===== src/rtl/sprite_anim_if.sv =====
// Handshake bundle between the movement logic and one sprite animation sequencer.
// The master drives the per-frame movement state. The slave returns the sprite select word.
interface sprite_anim_if;
    logic       frame_tick;
    logic       move_left;
    logic       move_right;
    logic       airborne;
    logic [6:0] sprite_control;
    logic       anim_step;

    modport master (
        output frame_tick, move_left, move_right, airborne,
        input  sprite_control, anim_step
    );

    modport slave (
        input  frame_tick, move_left, move_right, airborne,
        output sprite_control, anim_step
    );
endinterface


===== src/rtl/sprite_anim_ctl.sv =====
// Sprite pose sequencer: IDLE/RUN/JUMP state plus run-cycle counters. State advances only on frame_tick.
// The registered output changes only at frame boundaries, so a single frame never mixes two poses.
module sprite_anim_ctl #(
    parameter int FRAMES_PER_STEP = 4,
    parameter int RUN_FRAMES      = 8,
    parameter int IDLE_DELAY      = 2
) (
    input  logic         clk,
    input  logic         rst,
    sprite_anim_if.slave bus
);
    typedef enum logic [1:0] {ST_IDLE, ST_RUN, ST_JUMP} state_t;

    typedef struct packed {
        state_t     state;
        logic       dir;
        logic [2:0] frame;
        logic [7:0] step;
        logic [7:0] still;
    } ctx_t;

    localparam ctx_t       CTX_RST    = '{state: ST_IDLE, dir: 1'b1, frame: 3'd0,
                                          step: 8'd0, still: 8'd0};
    localparam logic [7:0] STEP_LAST  = 8'(FRAMES_PER_STEP - 1);
    localparam logic [7:0] STILL_LAST = 8'(IDLE_DELAY - 1);
    localparam logic [2:0] FRAME_LAST = 3'(RUN_FRAMES - 1);
    localparam logic [6:0] SPR_RST    = 7'h50;

    ctx_t       ctx, ctx_n;
    logic       moving;
    logic [6:0] spr_n, spr_q;
    logic       step_q;

    assign moving = bus.move_left ^ bus.move_right;

    always_ff @(posedge clk or posedge rst) begin
        if (rst)                 ctx <= CTX_RST;
        else if (bus.frame_tick) ctx <= ctx_n;
    end

    always_comb begin
        ctx_n = ctx;
        if (moving) ctx_n.dir = bus.move_right;
        if (bus.airborne) begin
            ctx_n.state = ST_JUMP;
            ctx_n.frame = 3'd0;
            ctx_n.step  = 8'd0;
            ctx_n.still = 8'd0;
        end else begin
            unique case (ctx.state)
                ST_JUMP: begin
                    if (moving) begin
                        ctx_n.state = ST_RUN;
                        ctx_n.frame = 3'd0;
                        ctx_n.step  = 8'd0;
                    end else begin
                        ctx_n.state = ST_IDLE;
                    end
                end
                ST_IDLE: begin
                    if (moving) begin
                        ctx_n.state = ST_RUN;
                        ctx_n.frame = 3'd0;
                        ctx_n.step  = 8'd0;
                        ctx_n.still = 8'd0;
                    end
                end
                ST_RUN: begin
                    if (moving) begin
                        ctx_n.still = 8'd0;
                        if (ctx.step == STEP_LAST) begin
                            ctx_n.step  = 8'd0;
                            ctx_n.frame = (ctx.frame == FRAME_LAST) ? 3'd0 : ctx.frame + 3'd1;
                        end else begin
                            ctx_n.step = ctx.step + 8'd1;
                        end
                    end else if (ctx.still == STILL_LAST) begin
                        // Standing still long enough: drop back to the idle pose.
                        ctx_n.state = ST_IDLE;
                        ctx_n.still = 8'd0;
                        ctx_n.frame = 3'd0;
                    end else begin
                        ctx_n.still = ctx.still + 8'd1;
                    end
                end
                default: ctx_n = CTX_RST;
            endcase
        end
    end

    always_comb begin
        spr_n = {ctx_n.dir,
                 ctx_n.state == ST_JUMP,
                 ctx_n.state == ST_IDLE,
                 (ctx_n.state == ST_RUN) ? {1'b0, ctx_n.frame} : 4'b0000};
    end

    // Output word and change pulse are registered together, so anim_step marks the first cycle of a new value.
    always_ff @(posedge clk or posedge rst) begin
        if (rst) begin
            spr_q  <= SPR_RST;
            step_q <= 1'b0;
        end else if (bus.frame_tick) begin
            spr_q  <= spr_n;
            step_q <= (spr_n != spr_q);
        end else begin
            step_q <= 1'b0;
        end
    end

    assign bus.sprite_control = spr_q;
    assign bus.anim_step      = step_q;
endmodule


===== src/flat_wrapper.sv =====
// flat-port wrapper written by rule: the top's interface ports become plain ports
module sprite_anim_ctl_flat 
#(
    parameter int FRAMES_PER_STEP = 4,
    parameter int RUN_FRAMES      = 8,
    parameter int IDLE_DELAY      = 2
)
  (clk, rst, bus_frame_tick, bus_move_left, bus_move_right, bus_airborne, bus_sprite_control, bus_anim_step);
  sprite_anim_if bus_i ();
  input  logic clk;
  input  logic rst;
  input wire logic [$bits(bus_i.frame_tick)-1:0] bus_frame_tick;
  input wire logic [$bits(bus_i.move_left)-1:0] bus_move_left;
  input wire logic [$bits(bus_i.move_right)-1:0] bus_move_right;
  input wire logic [$bits(bus_i.airborne)-1:0] bus_airborne;
  output wire logic [$bits(bus_i.sprite_control)-1:0] bus_sprite_control;
  output wire logic [$bits(bus_i.anim_step)-1:0] bus_anim_step;
  assign bus_i.frame_tick = bus_frame_tick;
  assign bus_i.move_left = bus_move_left;
  assign bus_i.move_right = bus_move_right;
  assign bus_i.airborne = bus_airborne;
  assign bus_sprite_control = bus_i.sprite_control;
  assign bus_anim_step = bus_i.anim_step;
  sprite_anim_ctl #(.FRAMES_PER_STEP(FRAMES_PER_STEP), .RUN_FRAMES(RUN_FRAMES), .IDLE_DELAY(IDLE_DELAY)) u_core (.clk(clk), .rst(rst), .bus(bus_i));
endmodule

===== config.mk =====
export PLATFORM = sky130hd
export DESIGN_NAME = sprite_anim_ctl_flat
export DESIGN_NICKNAME = d
export VERILOG_FILES = /design/src/rtl/sprite_anim_if.sv /design/src/rtl/sprite_anim_ctl.sv /design/src/flat_wrapper.sv
export SDC_FILE = /design/constraint.sdc
export NUM_CORES = 1
export LEC_CHECK = 0
export CAP_MARGIN = 20
export CORE_MARGIN = 2
export CORE_UTILIZATION = 54
export DETAILED_ROUTE_END_ITERATION = 16
export PLACE_DENSITY = 0.75
export SETUP_SLACK_MARGIN = 0.02
export SYNTH_ARGS = -nofsm -noshare
export SYNTH_HDL_FRONTEND = slang
export SYNTH_SLANG_ARGS = --single-unit

===== constraint.sdc =====
create_clock -name clk -period 2.5 [get_ports clk]
set_input_delay 0.375 -clock clk [delete_from_list [all_inputs] [get_ports clk]]
set_output_delay 0.375 -clock clk [all_outputs]
set_load 0.02 [all_outputs]

==> metrics <==
outcome=finished clean; dpl cells=247; Final period util=86.6%; CP arrival=2.41 ns; largest vdd supply drop=234 µV; CTS tree=yes; H-tree depth=1; GRT Total Usage=22.8%; initial antenna violation count=0; Final Max Tran Viols=0; Die Span X=60.6 µm; WL per Instance=14.5 µm; top post-synthesis cells by area=dfrtp_1 38%, nand2_1 4.3%, ha_1 3.6%, o21ai_0 3.5%, dfstp_2 3.0%; routed wire length=3630 µm; DPL Wire Length=2770 µm; cts bufs inserted=3; Pwr per Cell Area=451 nW/µm²; largest area contributor in the netlist=dfrtp_1; CP required=2.74 ns; Fin Setup TNS=0 ns; Post-synth EDFFs=0; IO buf count=12; top-level I/O count=14; FILL cells=288; Multi-input gate area=933 µm²; crit-path max FO=4; crit end category=flop; Layout area overhead=11.2%; post-DR vias/cell=5.86; antenna viol nets, final=0; ys async rst share=100%; Initial Utilization=56.7%; gr ovfl total=0; Sink Count=28; synthesized area per cell=8.87 µm²; Final Critical Period=2.16 ns; vias in the first global route=1439; LEAKAGE=0.810 nW; count of different cell masters after synthesis=48; placer congestion estimate=0.839; largest net degree at the start of global routing=16; Warnings, synthesis=0; DR iter-0 viols=92; Placement Setup Slack=0.0953 ns; final net count=219; Worst Skew=0.00287 ns; Clock Pin Slew Worst Setup and Hold Paths=0.15 ns; Worst setup SP type=flop; Inserted Diodes=0; ys flop type=dfrtp_1; cts hold-fix bufs=0; final worst slack=0.335 ns; Fin. Hold Viols=0; Final Setup Violations=0; Hold WS=0.373 ns; DRC viols=0; FF+latch area=703 µm²; max cap viols=0; clock tree buffer depth=2; Syn Inst Count=195; Gates resized, CTS repair=0; first-pass iteration count of the detailed router=4; Non-Filler Instances=251; first-pass GRT wire length=6400 µm; area fraction of the dominant cell type after synthesis=37.6%; post-synthesis sequential area ratio=40.6%; Root Buffer=clkbuf_4; post-synth net total=206; max_slew headroom=62.2%; Tot Pwr=867 µW; number of post-CTS setup repair buffers=0; Worst Hold Class=primary input to async pin; via count=1472; layout cells sized above 1=7.25%; flops & latches, synth=28; die span in y=60.6 µm; Worst-Margin Slew=0.558 ns; die area=3670 µm²; Post-Syn Area=1730 µm²; RSZ-0062 raised after global routing=no; Crit Path Category=flop to flop; worst-skew pair later-pin latency=0.32 ns; FMAX=462 MHz; Core Footprint=3050 µm²; Site Rows=20
-- synthesized netlist by cell type (3+ instances only) --
| library cell | instances |
|---|---|
| nor3_1 | 4 |
| nand4_1 | 8 |
| o21ai_1 | 5 |
| o31ai_1 | 4 |
| nor2b_1 | 4 |
| and2_1 | 3 |
| xor2_1 | 6 |
| inv_1 | 13 |
| and3_1 | 4 |
| o21ai_0 | 12 |
| xnor2_1 | 4 |
| dfrtp_1 | 26 |
| buf_2 | 3 |
| nand2b_1 | 3 |
| nor2_1 | 13 |
| ha_1 | 5 |
| a21oi_1 | 6 |
| clkbuf_1 | 4 |
| nand3_1 | 9 |
| nand2_1 | 20 |
-- worst paths after layout --
check,start,end,slack [ns],cells past startpoint
worst min register to register,u_core.ctx[4]$_DFFE_PP0P_,u_core.ctx[4]$_DFFE_PP0P_,0.52,1
worst max register to register,u_core.ctx[1]$_DFFE_PP0P_,u_core.bus.anim_step$_DFF_PP0_,0.34,7
worst min-delay path,rst,u_core.ctx[6]$_DFFE_PP0P_,0.37,2
min in group clk,u_core.ctx[4]$_DFFE_PP0P_,u_core.ctx[4]$_DFFE_PP0P_,0.52,1
max in group asynchronous,rst,u_core.bus.sprite_control[2]$_DFFE_PP0P_,1.52,3
worst max-delay path,u_core.ctx[1]$_DFFE_PP0P_,u_core.bus.anim_step$_DFF_PP0_,0.34,7
-- cells in the final DEF, fill, tap and decap left out, types with 5 or more instances in the layout --
master,n
a21oi_1,6
buf_4,5
clkdlybuf4s50_1,12
dfrtp_1,26
ha_1,5
inv_1,13
nand2_1,20
nand3_1,9
nand4_1,8
nor2_1,13
o21ai_0,12
o21ai_1,5
xor2_1,6
-- final cells by class --
| class | instances | share of cell area, % |
|---|---|---|
| multi-input combinational | 145 | 48.5 |
| sequential | 28 | 36.5 |
| timing repair buffer | 17 | 8.19 |
| tap | 44 | 2.86 |
| inverter | 13 | 2.54 |
| clock buffer | 4 | 1.37 |
-- per-stage QoR --
step	util, %	instance area (µm²)
after global placement	62.2	1900
after CTS	63.0	1920
after detailed placement	62.2	1900
final	63.0	1920
after floorplan	-	1730
after global routing	63.0	1920
-- routing by layer --
metal,part of all wire [%],wire [µm],up-vias,track usage [%]
met1,46,1690,701,31.8
met5,0,0,-,0
met2,48,1730,41,37.0
met4,1.7,60,0,8.39
li1,-,-,722,-
met3,4.1,149,8,2.13
-- critical path: stages, from the launching register on --
cell and delay [ns]:
dfrtp_1 0.43, inv_1 0.07, ha_1 0.13, or4b_1 0.52, o21ai_1 0.31, o221ai_1 0.21, mux2i_1 0.16, a41oi_1 0.24
-- report_power, final --
| part | switching (mW) | internal (mW) | leakage (nW) |
|---|---|---|---|
| Sequential | 0.0201 | 0.473 | 0.377 |
| Combinational | 0.106 | 0.0725 | 0.418 |
| Clock | 0.133 | 0.0625 | 0.0150 |
-- cells by family (layout without fill, tap and decap cells) --
group           after synthesis  after routing  synth area share, %
fa+ha+maj                     5              5                 3.62
flops                        28             28                 40.6
mux                           2              2                 1.16
compound gates               48             48                 18.4
simple gates                 78             78                 24.5
xor+xnor                     11             11                 6.00
other cells                   1              1                0.217
buf+inv                      22             34                 5.42
-- sequential cells by signal, summed over array words and instances, names as in the netlist --
signal	count
u_core.ctx	22
u_core.bus.sprite_control	5
u_core.bus.anim_step	1
No activity file was read; power rests on OpenSTA's default activity.
